===== src/rtl/cpu_host_sequencer.sv =====
// Loads the RV64I core's program from the HPS FIFO, runs the core, then dumps data memory back to the HPS.
// Optional run watchdog is built only when SEQ_TIMEOUT_EN is defined.
module cpu_host_sequencer #(
  parameter int          IMEM_DEPTH  = 1024,
  parameter int          DMEM_DEPTH  = 256,
  parameter logic [31:0] TERM_WORD   = 32'hFFFF_FFFF,
  parameter int          RUN_TIMEOUT = 1_000_000
) (
  input  logic                          clk,
  input  logic                          rst,
  input  logic                          h2f_empty,
  input  logic [31:0]                   h2f_readdata,
  output logic                          h2f_read,
  input  logic                          f2h_full,
  output logic [31:0]                   f2h_writedata,
  output logic                          f2h_write,
  output logic                          imem_we,
  output logic [$clog2(IMEM_DEPTH)-1:0] imem_addr,
  output logic [31:0]                   imem_wdata,
  output logic [$clog2(DMEM_DEPTH)-1:0] dmem_addr,
  input  logic [63:0]                   dmem_rdata,
  input  logic                          cpu_done,
  output logic                          cpu_clk_en,
  output logic                          cpu_rst,
  output logic                          busy,
  output logic                          imem_overflow,
  output logic                          timeout
);

  localparam int IAW = $clog2(IMEM_DEPTH);
  localparam int DAW = $clog2(DMEM_DEPTH);

  typedef enum logic [3:0] {
    IDLE, RD_REQ, RD_GAP, RD_CAP, START, RUN,
    HALT, DM_ADDR, DM_WAIT, WR_HI, WR_LO, DM_NEXT
  } state_t;

  state_t       state;
  logic         load_wait;
  logic [IAW:0] imem_cnt;
  logic [63:0]  holding;

  if (RUN_TIMEOUT < 1) begin : g_bad_timeout
    $error("cpu_host_sequencer: RUN_TIMEOUT must be positive");
  end

  // One extra count bit lets the sequencer tell "IMEM full" apart from address 0.
  assign imem_addr = imem_cnt[IAW-1:0];

`ifdef SEQ_TIMEOUT_EN
  localparam int RCW = $clog2(RUN_TIMEOUT + 1);
  logic [RCW-1:0] run_cnt;
`else
  assign timeout = 1'b0;
`endif

  // Every output is a register, so each transition loads the values the next state needs.
  always_ff @(posedge clk or posedge rst) begin
    if (rst) begin
      state         <= IDLE;
      load_wait     <= 1'b0;
      imem_cnt      <= '0;
      holding       <= '0;
      h2f_read      <= 1'b0;
      f2h_write     <= 1'b0;
      f2h_writedata <= '0;
      imem_we       <= 1'b0;
      imem_wdata    <= '0;
      dmem_addr     <= '0;
      cpu_clk_en    <= 1'b0;
      cpu_rst       <= 1'b1;
      busy          <= 1'b0;
      imem_overflow <= 1'b0;
`ifdef SEQ_TIMEOUT_EN
      timeout       <= 1'b0;
      run_cnt       <= '0;
`endif
    end else begin
      h2f_read  <= 1'b0;
      imem_we   <= 1'b0;
      f2h_write <= 1'b0;
      if (imem_we) imem_cnt <= imem_cnt + (IAW+1)'(1);

      case (state)
        IDLE: begin
          if (!h2f_empty) begin
            if (!load_wait) begin
              imem_cnt      <= '0;
              imem_overflow <= 1'b0;
`ifdef SEQ_TIMEOUT_EN
              timeout       <= 1'b0;
`endif
            end
            h2f_read <= 1'b1;
            busy     <= 1'b1;
            state    <= RD_REQ;
          end
        end
        RD_REQ: state <= RD_GAP;
        RD_GAP: state <= RD_CAP;
        RD_CAP: begin
          if (h2f_readdata == TERM_WORD) begin
            load_wait  <= 1'b0;
            cpu_clk_en <= 1'b1;
            state      <= START;
          end else begin
            if (imem_cnt < (IAW+1)'(IMEM_DEPTH)) begin
              imem_we    <= 1'b1;
              imem_wdata <= h2f_readdata;
            end else begin
              imem_overflow <= 1'b1;
            end
            if (!h2f_empty) begin
              h2f_read <= 1'b1;
              state    <= RD_REQ;
            end else begin
              load_wait <= 1'b1;
              busy      <= 1'b0;
              state     <= IDLE;
            end
          end
        end
        START: begin
          cpu_rst <= 1'b0;
          state   <= RUN;
`ifdef SEQ_TIMEOUT_EN
          run_cnt <= '0;
`endif
        end
        RUN: begin
          if (cpu_done) begin
            cpu_clk_en <= 1'b0;
            cpu_rst    <= 1'b1;
            state      <= HALT;
          end
`ifdef SEQ_TIMEOUT_EN
          else if (run_cnt == RCW'(RUN_TIMEOUT - 1)) begin
            timeout    <= 1'b1;
            cpu_clk_en <= 1'b0;
            cpu_rst    <= 1'b1;
            state      <= HALT;
          end else begin
            run_cnt <= run_cnt + RCW'(1);
          end
`endif
        end
        HALT: begin
          dmem_addr <= '0;
          state     <= DM_ADDR;
        end
        DM_ADDR: state <= DM_WAIT;
        DM_WAIT: begin
          holding <= dmem_rdata;
          state   <= WR_HI;
        end
        WR_HI: begin
          if (!f2h_full) begin
            f2h_write     <= 1'b1;
            f2h_writedata <= holding[63:32];
            state         <= WR_LO;
          end
        end
        WR_LO: begin
          if (!f2h_full) begin
            f2h_write     <= 1'b1;
            f2h_writedata <= holding[31:0];
            state         <= DM_NEXT;
          end
        end
        DM_NEXT: begin
          if (dmem_addr == DAW'(DMEM_DEPTH - 1)) begin
            busy  <= 1'b0;
            state <= IDLE;
          end else begin
            dmem_addr <= dmem_addr + DAW'(1);
            state     <= DM_ADDR;
          end
        end
        default: state <= IDLE;
      endcase
    end
  end

endmodule


===== config.mk =====
export PLATFORM = sky130hd
export DESIGN_NAME = cpu_host_sequencer
export DESIGN_NICKNAME = d
export VERILOG_FILES = /design/src/rtl/cpu_host_sequencer.sv
export SDC_FILE = /design/constraint.sdc
export NUM_CORES = 1
export LEC_CHECK = 0
export ABC_AREA = 1
export CAP_MARGIN = 40
export CORE_MARGIN = 4
export CORE_UTILIZATION = 48
export CTS_CLUSTER_SIZE = 8
export DETAILED_ROUTE_END_ITERATION = 7
export GPL_TIMING_DRIVEN = 0
export PLACE_DENSITY = 0.85
export SETUP_SLACK_MARGIN = 0.02
export SLEW_MARGIN = 20
export SYNTH_ARGS = -nofsm -noshare
export SYNTH_HDL_FRONTEND = slang
export SYNTH_SLANG_ARGS = --single-unit

===== constraint.sdc =====
create_clock -name clk -period 12.15 [get_ports clk]
set_input_delay 2.43 -clock clk [delete_from_list [all_inputs] [get_ports clk]]
set_output_delay 2.43 -clock clk [all_outputs]
set_load 0.005 [all_outputs]

==> results.tsv, run 1 <==
stage	metric	value	unit
power_and_ir_drop	pwr dens	194	mW/mm2
die	FP Rows	43	
sta	Final Hold Fails	0	
sta	fin crit period	3910	ps
grt	gr ovfl total	0	
sta	RSZ-0062 raised after global routing	no	
synthesis	cell area after synthesis	0.00683	mm2
hold_path	worst hold path class	register to register	
layout	Filler Cell Count	1018	
layout	layout cells sized above 1	15.0	%
critical_path	Startpoint Class	register	
routing	via count	5558	
grt	grt met1 use	23.8	%
synthesis	Avg Inst Size Synth	9.83	um2
routing	Post-DRT Antenna Nets	0	
cts	Hold Buf Count CTS	0	
cts	CTS root buf	clkbuf_16	
placement	pre-CTS setup slack	7910	ps
cts	clock buffer depth	2	
synthesis	#FFs+latches synth	159	
die	core area	0.0139	mm2
outcome	run status	complete, no violations	
die	die height	127	um
sta	final setup fails	0	
layout	NumNets Final	1007	
placement	placed cell count	1065	
placement	final RePlAce weighted congestion	0.813	
synthesis	EDFF count, synth	0	
run	Max Cap Viol	0	
placement	number of port buffers	189	
cts	CTS H-tree lvls	4	
sta	final setup margin	8240	ps
sta	hold slack	477	ps
sta	measured slew at the worst slew-check pin	507	ps
grt	largest net degree at the start of global routing	96	
layout	Antenna diodes	0	
power_and_ir_drop	Leakage Power	4.35	nW
routing	vias per cell	5.07	
power_and_ir_drop	peak supply drop	0.000126	V
synthesis	ys async rst share	100	%
die	I/O pins	191	
grt	met3 Use GR	7.53	%
routing	drt total wl	16700	um
cts	CTS tree	yes	
synthesis	top cells by area, synth	dfrtp_1 58%, nand2_1 13%, mux2_2 11%, nor2_1 4.0%, a31oi_1 3.0%	
power_and_ir_drop	Pwr Total	1.87	mW
grt	grt peak-use layer	met2	
cts	post-cts sizing count	0	
hold_path	hold path startpoint	imem_wdata[16]$_DFFE_PP0P_	
sta	Worst Skew	6.53	ps
critical_path	R2R Path Start	state[0]$_DFFE_PP0P_	
cts	Clock Latency Late Sink	420	ps
synthesis	Synth top area share	57.9	%
grt	met2 Use GR	35.8	%
routing	DRT Pass-1 Iters	5	
layout	fin cells	1097	
critical_path	Worst Setup End Kind	output pin	
sta	setup tns final	0	ps
synthesis	Post-Synthesis Cells	695	
synthesis	ys flop type	dfrtp_1	
grt	vias in the first global route	5588	
sta	Max Fclk	256	MHz
critical_path	worst endpoint data arrival time	1480	ps
sta	final-report max-slew violation count	0	
sta	Final Cycle Share	32.2	%
critical_path	CP Class	register to output pin	
cts	clk sinks	159	
synthesis	sequential fraction of the synthesis area	58.2	%
grt	gr usage total	20.8	%
synthesis	post-synth net total	798	
grt	initial antenna violation count	0	
layout	area grow syn2layout	40.5	%
cts	setup bufs post-CTS	0	
critical_path	critical path startpoint	imem_cnt[3]$_DFF_PP0_	
critical_path	maximum fanout along the worst path	5	
critical_path	WP data required	9720	ps
synthesis	post-synth top area cell	dfrtp_1	
routing	residual DRC count	0	
cts	CTS Buf Count	17	
routing	DRT iter0 DRCs	277	
cts	Worst-path clk slew	60	ps
placement	Post-DP HPWL	12000	um
die	Die X-Extent	127	um
synthesis	Yosys cell types	34	
sta	Worst slew margin	66.2	%
die	die footprint	0.0162	mm2
synthesis	yosys warns	0	
grt	first-pass GRT wire length	26600	um
die	Initial Util	49.0	%
routing	Avg WL per Cell	15.2	um
cells in the mapped netlist, types with 2 or more instances:
cell      number
xor2_1         4
inv_1         29
clkbuf_1       8
ha_1           2
nand4_1        3
mux2_2        64
buf_6          3
buf_2          6
nor3_1         2
a21oi_1       10
buf_4         19
nor2_4         2
nor2_1        72
o21ai_0       14
nand3_1       14
inv_2          4
a31oi_1       33
nand2_1      229
dfrtp_1      158
xnor2_1        2
nor3b_1        2
nand2_2        3
registers in the layout, summed over array words and instances (netlist names), 4 cells and up:
signal and cells:
dmem_addr 8, imem_wdata 32, state 4, imem_cnt 11, f2h_writedata 32, holding 64
critical path, cell delays in order, from the launching register on:
cell             delay, ps
dfrtp_1                440
buf_4                  140
clkdlybuf4s50_1        480
kinds of logic after synthesis:
group | share of synthesized area [%]
simple gates | 19.0
flops | 58.2
buf+inv | 5.33
compound gates | 5.70
mux | 10.5
xor+xnor | 0.769
fa+ha+maj | 0.366
other cells | 0.0549
path summary, 6_finish.rpt:
check	cells past startpoint	slack (ps)	endpoint
max	2	8240	imem_addr[3]
min	2	480	imem_wdata[16]$_DFFE_PP0P_
max reg2reg	8	10340	f2h_writedata[16]$_DFFE_PP0P_
min reg2reg	2	480	imem_wdata[16]$_DFFE_PP0P_
max in group asynchronous	3	8910	holding[3]$_DFFE_PP0P_
min in group asynchronous	2	2440	imem_wdata[6]$_DFFE_PP0P_
where the power goes:
group | leakage, nW | total, mW | internal (mW) | switching [mW]
clock | 0.282 | 0.548 | 0.327 | 0.221
sequential | 1.94 | 0.808 | 0.709 | 0.0982
combinational | 2.12 | 0.510 | 0.299 | 0.211
per-layer routing:
layer | routed length, um | up-vias
met2 | 8520 | 170
met3 | 1300 | 25
met1 | 6600 | 2684
li1 | - | 2679
met4 | 303 | 0
met5 | 0 | -
through the flow:
step / instance area [um2] / util (%)
after floorplan: 6830 / -
after global placement: 8950 / 64.2
after detailed placement: 8980 / 64.5
final: 9600 / 68.9
after global routing: 9600 / 68.9
after CTS: 9600 / 68.9
cell type report:
cell class / count / area (um2) / share of cell area (%)
buffer: 37 / 240 / 2.50
clock buffer: 18 / 429 / 4.47
clock inverter: 14 / 183 / 1.90
inverter: 33 / 131 / 1.37
multi-input combinational: 466 / 2490 / 25.9
sequential: 159 / 3980 / 41.5
tap: 180 / 225 / 2.35
timing repair buffer: 190 / 1920 / 20.0
cells in the final DEF (no fill, tap or decap), drive strengths merged, types with 2 or more instances in the layout:
cell type,synthesis,layout
xnor2,2,2
nor3b,2,2
a21oi,11,11
ha,2,2
mux2,64,64
o21ai,14,14
clkinv,0,2
nor2,75,75
nor3,2,2
clkbuf,8,26
xor2,4,4
clkinvlp,0,5
a31oi,33,33
inv,33,37
bufinv,0,3
dfrtp,158,158
nand2,232,232
buf,29,30
nand4,3,3
clkdlybuf4s50,0,189
nand3,14,14
(Power assumes the default switching activity.)
==> run 2: changes to the inputs <==
Clock period 12.15 ns to 3.7 ns, I/O delays scaled along.
==> results.tsv, run 2 (same netlist as run 1, synthesis figures left out) <==
stage	metric	value	unit
critical_path	Top delay family on crit path	buffers and inverters	
sta	Worst slew margin	63.8	%
layout	Filler Cell Count	1068	
die	Die X-Extent	127	um
power_and_ir_drop	peak supply drop	0.000504	V
critical_path	critical-path cell list	buf_4 -> clkdlybuf4s50_1	
die	FP Rows	43	
power_and_ir_drop	pwr dens	629	mW/mm2
sta	RSZ-0062 raised after global routing	no	
layout	commonest non-fill, non-tap cells in the layout	229 x nand2_1, 189 x clkdlybuf4s50_1, 158 x dfrtp_1, 72 x nor2_1, 64 x mux2_2	
die	core area	0.0139	mm2
grt	met2 Use GR	36.7	%
sta	final-report max-slew violation count	0	
critical_path	Worst Setup End Kind	output pin	
layout	Antenna diodes	0	
routing	DRT iter0 DRCs	330	
run	Max Cap Viol	0	
placement	number of port buffers	189	
die	Initial Util	49.0	%
power_and_ir_drop	Pwr Total	6.07	mW
cts	clk sinks	159	
critical_path	Bufs and invs on worst path	2	
layout	most common cell after layout, fill and taps aside	nand2_1	
critical_path	CP max stage delay	480	ps
layout	max FFs per register	64	
critical_path	maximum fanout along the worst path	5	
grt	met3 Use GR	7.48	%
routing	residual DRC count	0	
cts	clock buffer depth	2	
layout	layout cells sized above 1	15.4	%
layout	Top Registers	holding (64), f2h_writedata (32), imem_wdata (32)	
routing	via count	5538	
layout	NumNets Final	1011	
grt	grt met1 use	24.6	%
critical_path	Critical-path top delay cell	clkdlybuf4s50_1	
critical_path	Startpoint Class	register	
routing	drt total wl	16900	um
power_and_ir_drop	combinational share of power	27.7	%
cts	CTS root buf	clkbuf_16	
grt	grt peak-use layer	met2	
grt	initial antenna violation count	0	
layout	storage element area	0.00398	mm2
layout	footprint of the multi-input gates	0.00249	mm2
grt	vias in the first global route	5680	
critical_path	worst endpoint data arrival time	1480	ps
die	die footprint	0.0162	mm2
power_and_ir_drop	Sw Ratio	28.7	%
outcome	run status	complete, no violations	
hold_path	worst hold path class	register to register	
grt	gr usage total	21.3	%
layout	area grow syn2layout	41.2	%
grt	gr ovfl total	0	
sta	final setup fails	0	
cts	CTS tree	yes	
layout	Most flops, register	holding	
die	I/O pins	191	
placement	final RePlAce weighted congestion	0.834	
power_and_ir_drop	Cell Int Power	4.33	mW
power_and_ir_drop	clock group share of total power	28.4	%
cts	Hold Buf Count CTS	0	
die	die height	127	um
placement	Post-DP HPWL	12500	um
sta	measured slew at the worst slew-check pin	542	ps
power_and_ir_drop	Leakage Power	4.37	nW
routing	DRT Pass-1 Iters	6	
routing	Post-DRT Antenna Nets	0	
routing	Avg WL per Cell	15.4	um
grt	first-pass GRT wire length	27500	um
sta	Final Hold Fails	0	
cts	Clock Latency Late Sink	420	ps
critical_path	WP data required	2960	ps
sta	Max Fclk	451	MHz
power_and_ir_drop	power share of the sequential group	43.9	%
sta	fin crit period	2220	ps
power_and_ir_drop	switching pwr	1.74	mW
sta	Worst Skew	11.0	ps
sta	hold slack	478	ps
critical_path	CP Class	register to output pin	
grt	largest net degree at the start of global routing	34	
routing	vias per cell	5.03	
cts	Worst-path clk slew	60	ps
cts	CTS Buf Count	17	
cts	post-cts sizing count	0	
layout	Util after Layout	69.2	%
cts	CTS H-tree lvls	4	
sta	Final Cycle Share	60.0	%
cts	setup bufs post-CTS	0	
-- run 2: worst min-delay path: cells and delay by family, from the launching register on --
kind / cells / cell delay (ps)
simple gates: 2 / 100
flops: 1 / 340
-- run 2: power by group through the flow --
| stage | Sequential [mW] | Clock, mW | Combinational, mW |
|---|---|---|---|
| CTS | 2.66 | 1.76 | 1.71 |
| global route | 2.73 | 1.83 | 1.86 |
| finish | 2.66 | 1.73 | 1.68 |
| floorplan | 2.62 | 0 | 0.939 |
| global placement | 2.66 | 0 | 1.62 |
| detailed placement | 2.68 | 0 | 1.69 |
-- run 2: per-layer routing --
layer  routed length [um]  vias up
met5                    0        -
met2                 8640      168
met1                 6720     2666
met4                  357        0
li1                     -     2673
met3                 1210       31
-- run 2: path summary, 6_finish.rpt --
kind                                             from                       endpoint  slack (ps)  cells after the start
min in group asynchronous                         rst     imem_wdata[10]$_DFFE_PP0P_         720                      2
hold reg to reg            imem_wdata[16]$_DFFE_PP0P_     imem_wdata[16]$_DFFE_PP0P_         480                      2
max in group asynchronous                         rst        holding[44]$_DFFE_PP0P_        2010                      5
hold / removal             imem_wdata[16]$_DFFE_PP0P_     imem_wdata[16]$_DFFE_PP0P_         480                      2
setup reg to reg                 state[2]$_DFFE_PP0P_  f2h_writedata[21]$_DFFE_PP0P_        1900                      8
setup / recovery                imem_cnt[3]$_DFF_PP0_                   imem_addr[3]        1480                      2
-- run 2: area by class of cell --
type	count	area share, %
clock buffers	18	4.45
plain buffers	37	2.49
clock inverters	14	1.63
multi-input cells	466	25.8
flip-flops and latches	159	41.3
inverters	33	1.32
repair buffers	194	20.7
well taps	180	2.33
-- run 2: through the flow --
| stage | TNS [ps] | setup slack, ps | instances | area (um2) |
|---|---|---|---|---|
| floorplan | 0 | 946 | 695 | 6840 |
| global placement | -58480 | -380 | 1064 | 8950 |
| detailed placement | 0 | 1130 | 1069 | 9060 |
| CTS | 0 | 1450 | 1101 | 9650 |
| global route | 0 | 1330 | 1101 | 9650 |
| finish | 0 | 1480 | 1101 | 9650 |
==> run 3: changes to the inputs <==
Clock period 3.7 ns to 2.2 ns, I/O delays scaled along.
==> results of run 3 <==
Same layout as run 2 (identical final DEF). Status: complete, no violations.
Main changes from that run: setup slack after placement 1130 ps -> -73.0 ps; setup slack after layout 1480 ps -> 282 ps; hold slack 478 ps -> 420 ps; register-to-register setup slack 1900 ps -> 400 ps; total power 6.07 mW -> 10.2 mW; worst IR drop on VDD 0.000504 V -> 0.000848 V
==> variant 1 (config.mk and constraints of run 1) <==
Register the output `imem_overflow` once more, with the module's reset; this adds one clock of latency there. The other outputs are not delayed to match.
--- a/src/rtl/cpu_host_sequencer.sv
+++ b/src/rtl/cpu_host_sequencer.sv
@@ -35,6 +35,8 @@
     HALT, DM_ADDR, DM_WAIT, WR_HI, WR_LO, DM_NEXT
   } state_t;
 
+  logic imem_overflow_s0;
+
   state_t       state;
   logic         load_wait;
   logic [IAW:0] imem_cnt;
@@ -70,7 +72,7 @@
       cpu_clk_en    <= 1'b0;
       cpu_rst       <= 1'b1;
       busy          <= 1'b0;
-      imem_overflow <= 1'b0;
+      imem_overflow_s0 <= 1'b0;
 `ifdef SEQ_TIMEOUT_EN
       timeout       <= 1'b0;
       run_cnt       <= '0;
@@ -86,7 +88,7 @@
           if (!h2f_empty) begin
             if (!load_wait) begin
               imem_cnt      <= '0;
-              imem_overflow <= 1'b0;
+              imem_overflow_s0 <= 1'b0;
 `ifdef SEQ_TIMEOUT_EN
               timeout       <= 1'b0;
 `endif
@@ -108,7 +110,7 @@
               imem_we    <= 1'b1;
               imem_wdata <= h2f_readdata;
             end else begin
-              imem_overflow <= 1'b1;
+              imem_overflow_s0 <= 1'b1;
             end
             if (!h2f_empty) begin
               h2f_read <= 1'b1;
@@ -181,5 +183,13 @@
     end
   end
 
+  always_ff @(posedge clk or posedge rst) begin
+    if (rst) begin
+      imem_overflow <= '0;
+    end else begin
+      imem_overflow <= imem_overflow_s0;
+    end
+  end
+
 endmodule
 
Formal check against the unedited RTL: no difference found for any inputs over 10 cycles, from zero or initial values and one cycle with rst high; that may be too few to reach the edited logic, so the function may still have changed.
==> variant 1 against run 1 <==
  * Sequential cell count grew 1
  * Final area increased by 0.70%
  * Global-route usage increased by 1.3 points
  * Total power rose by 0.17%
  * Sequential power increased by 1%
  * Routed wire length increased by 1.9%
  * Area after synthesis is 1.5% higher
  * Setup slack improved by 16 ps
  * Critical endpoint is now imem_addr[1]
==> variant 1: results (changes against run 1) <==
average wire per cell in the routed design=15.53 um (was 15.25 um); first-iteration detailed-routing DRC count=276 (was 277); via count of the first global-routing pass=5582 (was 5588); Max stage delay on crit path=480 ps (about the same); htree depth=4 (unchanged); cells after synthesis=697 (was 695); biggest regs=holding (64), f2h_writedata (32), imem_wdata (32) (unchanged); post-cts resize count=0 (unchanged); non-filler instance count after layout=1098 (was 1097); largest net degree at the start of global routing=93 (was 96); initial antenna violation count=0 (unchanged); number of iterations in the first detailed-routing pass=4 (was 5); met1 usage in global routing=0.2692 (was 0.2377); arrival time reported for the critical path endpoint=1460 ps (was 1480 ps); total placed instance area=0.009089 mm^2 (was 0.008985 mm^2); total half-perimeter wirelength after legalization and detailed placement=12150 um (was 12010 um); share of synthesized registers carrying an async set or reset=1.000 (unchanged); Post-synth top cells=nand2_1 (235), dfrtp_1 (159), mux2_2 (64), nor2_1 (64), inv_1 (31) (was nand2_1 (229), dfrtp_1 (158), nor2_1 (72), mux2_2 (64), a31oi_1 (33)); worst reg2reg path endpoint=f2h_writedata[2] (was f2h_writedata[16]); global routing met3 resource utilization=0.07292 (was 0.07525); leading post-synthesis cells by cell area=dfrtp_1 (57%), nand2_1 (13%), mux2_2 (10%) (was dfrtp_1 (58%), nand2_1 (13%), mux2_2 (11%)); number of nets produced by synthesis=800 (was 798); grt met2 use=0.3613 (was 0.3580); share of synthesized area occupied by flip-flops and latches=0.5774 (was 0.5825); Leak=0.004367 uW (was 0.004347 uW); final worst hold slack=375.4 ps (was 477.0 ps); reg2reg start=state[2] (was state[0]); placer congestion estimate=0.8103 (was 0.8130); worst slack at placement=7936 ps (was 7905 ps); final setup skew=7.522 ps (was 6.532 ps); hold endpoint=imem_overflow (was imem_wdata[16]); slew at the pin closest to its max-slew limit=516.3 ps (was 506.6 ps); Hold Crit Start=imem_overflow_s0 (was imem_wdata[16]); # Post-CTS Setup Buffers=0 (unchanged); Final Net Count=1009 (was 1007); register-to-register setup slack=10310 ps (was 10340 ps); worst IR drop on VDD=0.0001420 V (was 0.0001258 V); total via count in the routed design=5486 (was 5558); crit path max fanout=4 (was 5); fill cell instance count of the final layout=1084 (was 1018); global-route usage over all layers=0.2210 (was 0.2080); worst reg2reg path depth=9 (was 8); Syn. warnings=0 (unchanged); number of distinct library cells after synthesis=36 (was 34); global-route wire length before repair=28240 um (was 26550 um); share of final-layout standard cells stronger than drive strength 1=0.1667 (was 0.1505); Area growth, synth to finish=39.32% (was 40.45%); Worst Hold Class=reg -> reg (unchanged); Skew-Pair Late Insertion Delay=420 ps (about the same); outcome=finished, final reports clean (unchanged); Cells on Worst Hold Path=0 (was 2)
variant 1: per-layer routing:
metal | routed length (um) | vias to the layer above
li1 | - | 2667
met1 | 6832 | 2615
met2 | 8567 | 165
met3 | 1139 | 39
met4 | 511 | 0
met5 | 0 | -
variant 1: worst max-delay path, delay by kind of cell (launching register included):
family                 cells  cell delay, ps
flip-flops                 1             430
buffers and inverters      2             620
variant 1: area by class of cell:
| cell class | instances | share of cell area |
|---|---|---|
| clock inverter | 12 | 0.01372 |
| clock buffer | 19 | 0.04583 |
| buffer | 37 | 0.02525 |
| inverter | 34 | 0.01398 |
| multi-input combinational | 466 | 0.2649 |
| timing repair buffer | 190 | 0.1986 |
| sequential | 160 | 0.4144 |
| tap | 180 | 0.02330 |
variant 1: worst max-delay path by stage:
stage,slack (ps),from,endpoint,cells after the start
floorplan,5400,rst,busy,1
finish,8260,imem_cnt[1],imem_addr[1],2
global route,8110,h2f_readdata[28],imem_wdata[27],10
CTS,8240,cpu_rst,cpu_rst,1
detailed placement,7940,h2f_readdata[17],imem_wdata[12],10
global placement,3280,rst,f2h_writedata[3],2
variant 1: kinds of logic after synthesis:
family                   share of synthesized area
AND/OR/NAND/NOR                             0.1856
flip-flops                                  0.5774
buffers and inverters                      0.05357
AO/OA/AOI/OAI                              0.06656
multiplexers                                0.1039
XOR/XNOR                                  0.008839
adder cells (fa/ha/maj)                   0.003607
other                                    0.0005406
variant 1: where the power goes:
group          leakage (uW)  total, uW  internal [uW]  switching, uW
Clock              0.000276        521            308            213
Combinational       0.00214        530            314            216
Sequential          0.00195        818            714            103
Total               0.00437       1870           1340            533
==> variant 2 (flow settings as in run 1) <==
Without the edit above. The option `SEQ_TIMEOUT_EN` is turned on by a define.
--- a/src/rtl/cpu_host_sequencer.sv
+++ b/src/rtl/cpu_host_sequencer.sv
@@ -1,5 +1,7 @@
 // Loads the RV64I core's program from the HPS FIFO, runs the core, then dumps data memory back to the HPS.
 // Optional run watchdog is built only when SEQ_TIMEOUT_EN is defined.
+`define SEQ_TIMEOUT_EN
+
 module cpu_host_sequencer #(
   parameter int          IMEM_DEPTH  = 1024,
   parameter int          DMEM_DEPTH  = 256,
Check against the original RTL: no difference found for any inputs over 10 cycles, from zero or initial values and one cycle with rst high; that may be too few to reach the edited logic, so the function may still have changed.
==> variant 2 against run 1 <==
  * Critical path depth grew 8
  * Clock skew grew 5.9 ps
  * Setup slack lost 210 ps
  * Sequential cell count grew 21
  * Area after synthesis grew 20%
  * Core utilization shrank 3.0 points
  * Global-route usage grew 1.1 points
  * Clock power shrank 2%
  * Total power grew 31%
  * Routed wire length grew 25%
  * Final area grew 14%
  * Non-clock buffer count grew 3
  * Critical endpoint is now imem_wdata[21]
  * Largest cell class unchanged
  * Highest routed layer unchanged
==> variant 2: results (changes against run 1) <==
Post-synth top cells=nand2_1 (307), dfrtp_1 (179), nor2_1 (94), mux2_2 (64), inv_1 (43) (was nand2_1 (229), dfrtp_1 (158), nor2_1 (72), mux2_2 (64), a31oi_1 (33)); total placed instance area=0.01038 mm^2 (was 0.008985 mm^2); worst IR drop on VDD=0.0001140 V (was 0.0001258 V); element type at the critical path end=flip-flop (was primary output); largest net degree at the start of global routing=95 (was 96); global-route usage over all layers=0.2189 (was 0.2080); post-synthesis adder-cell area fraction=0.004596 (was 0.003662); outcome=finished, final reports clean (unchanged); number of distinct library cells after synthesis=31 (was 34); arrival time reported for the critical path endpoint=4480 ps (was 1480 ps); worst slack at placement=7586 ps (was 7905 ps); via count of the first global-routing pass=6780 (was 5588); synthesized area per cell=9.064 um^2 (was 9.831 um^2); number of iterations in the first detailed-routing pass=4 (was 5); register-to-register setup slack=10060 ps (was 10340 ps); global-route wire length before repair=34250 um (was 26550 um); leading post-synthesis cells by cell area=dfrtp_1 (55%), nand2_1 (14%), mux2_2 (8.8%) (was dfrtp_1 (58%), nand2_1 (13%), mux2_2 (11%)); placer congestion estimate=0.8649 (was 0.8130); share of final-layout standard cells stronger than drive strength 1=0.1335 (was 0.1505); final worst hold slack=480.8 ps (was 477.0 ps); crit path from=h2f_readdata[25] (was imem_cnt[3]); non-filler instance count after layout=1344 (was 1097); total half-perimeter wirelength after legalization and detailed placement=15360 um (was 12010 um); Via density=5.124 (was 5.067); wire length after detailed routing=20980 um (was 16730 um); share of synthesized area occupied by flip-flops and latches=0.5517 (was 0.5825); highest clock frequency the design can meet=0.2429 GHz (was 0.2557 GHz); Met3 Wirelength=1445 um (was 1300 um); final setup skew=12.42 ps (was 6.532 ps); worst reg2reg path endpoint=imem_wdata[21] (was f2h_writedata[16]); slew at the pin closest to its max-slew limit=654.9 ps (was 506.6 ps); met1 usage in global routing=0.2715 (was 0.2377); Synth Area in Compound Gates=0.05347 (was 0.05695); fill cell instance count of the final layout=1316 (was 1018); Hold Crit Start=imem_wdata[9] (was imem_wdata[16]); multiplexer area fraction after synthesis=0.08825 (was 0.1055); metal2 WL=10320 um (was 8523 um); M1 WL=8655 um (was 6601 um); grt met2 use=0.3666 (was 0.3580)
[variant 2: cell types whose count changed after synthesis, moves of 6 or more]
cell	change
dfrtp_1	+21
nand2_1	+78
nand3_1	+27
nor2_1	+22
buf_2	+10
nand4_1	+6
nor3_1	+8
o21ai_1	+12
inv_1	+14
xor2_1	+10
[variant 2: worst max-delay path, stage by stage]
cell and delay, ps:
clkdlybuf4s50_1 490, nand2_1 60, nor2_1 90, nand2_1 70, nor2_1 270, a21oi_1 200, nand2_1 280, clkbuf_1 390
nand2_1 110, nand2_1 90
[variant 2: power by group]
group | internal, uW | switching, uW
clock | 285 | 254
sequential | 853 | 155
combinational | 497 | 406
[variant 2: final cells by class]
cell class	count	area (um^2)	area share
plain buffers	39	234.0	0.02133
inverters	48	187.7	0.01711
well taps	220	275.3	0.02510
clock inverters	12	131.4	0.01198
clock buffers	20	456.7	0.04164
repair buffers	191	1929	0.1759
multi-input cells	634	3247	0.2961
flip-flops and latches	180	4506	0.4108
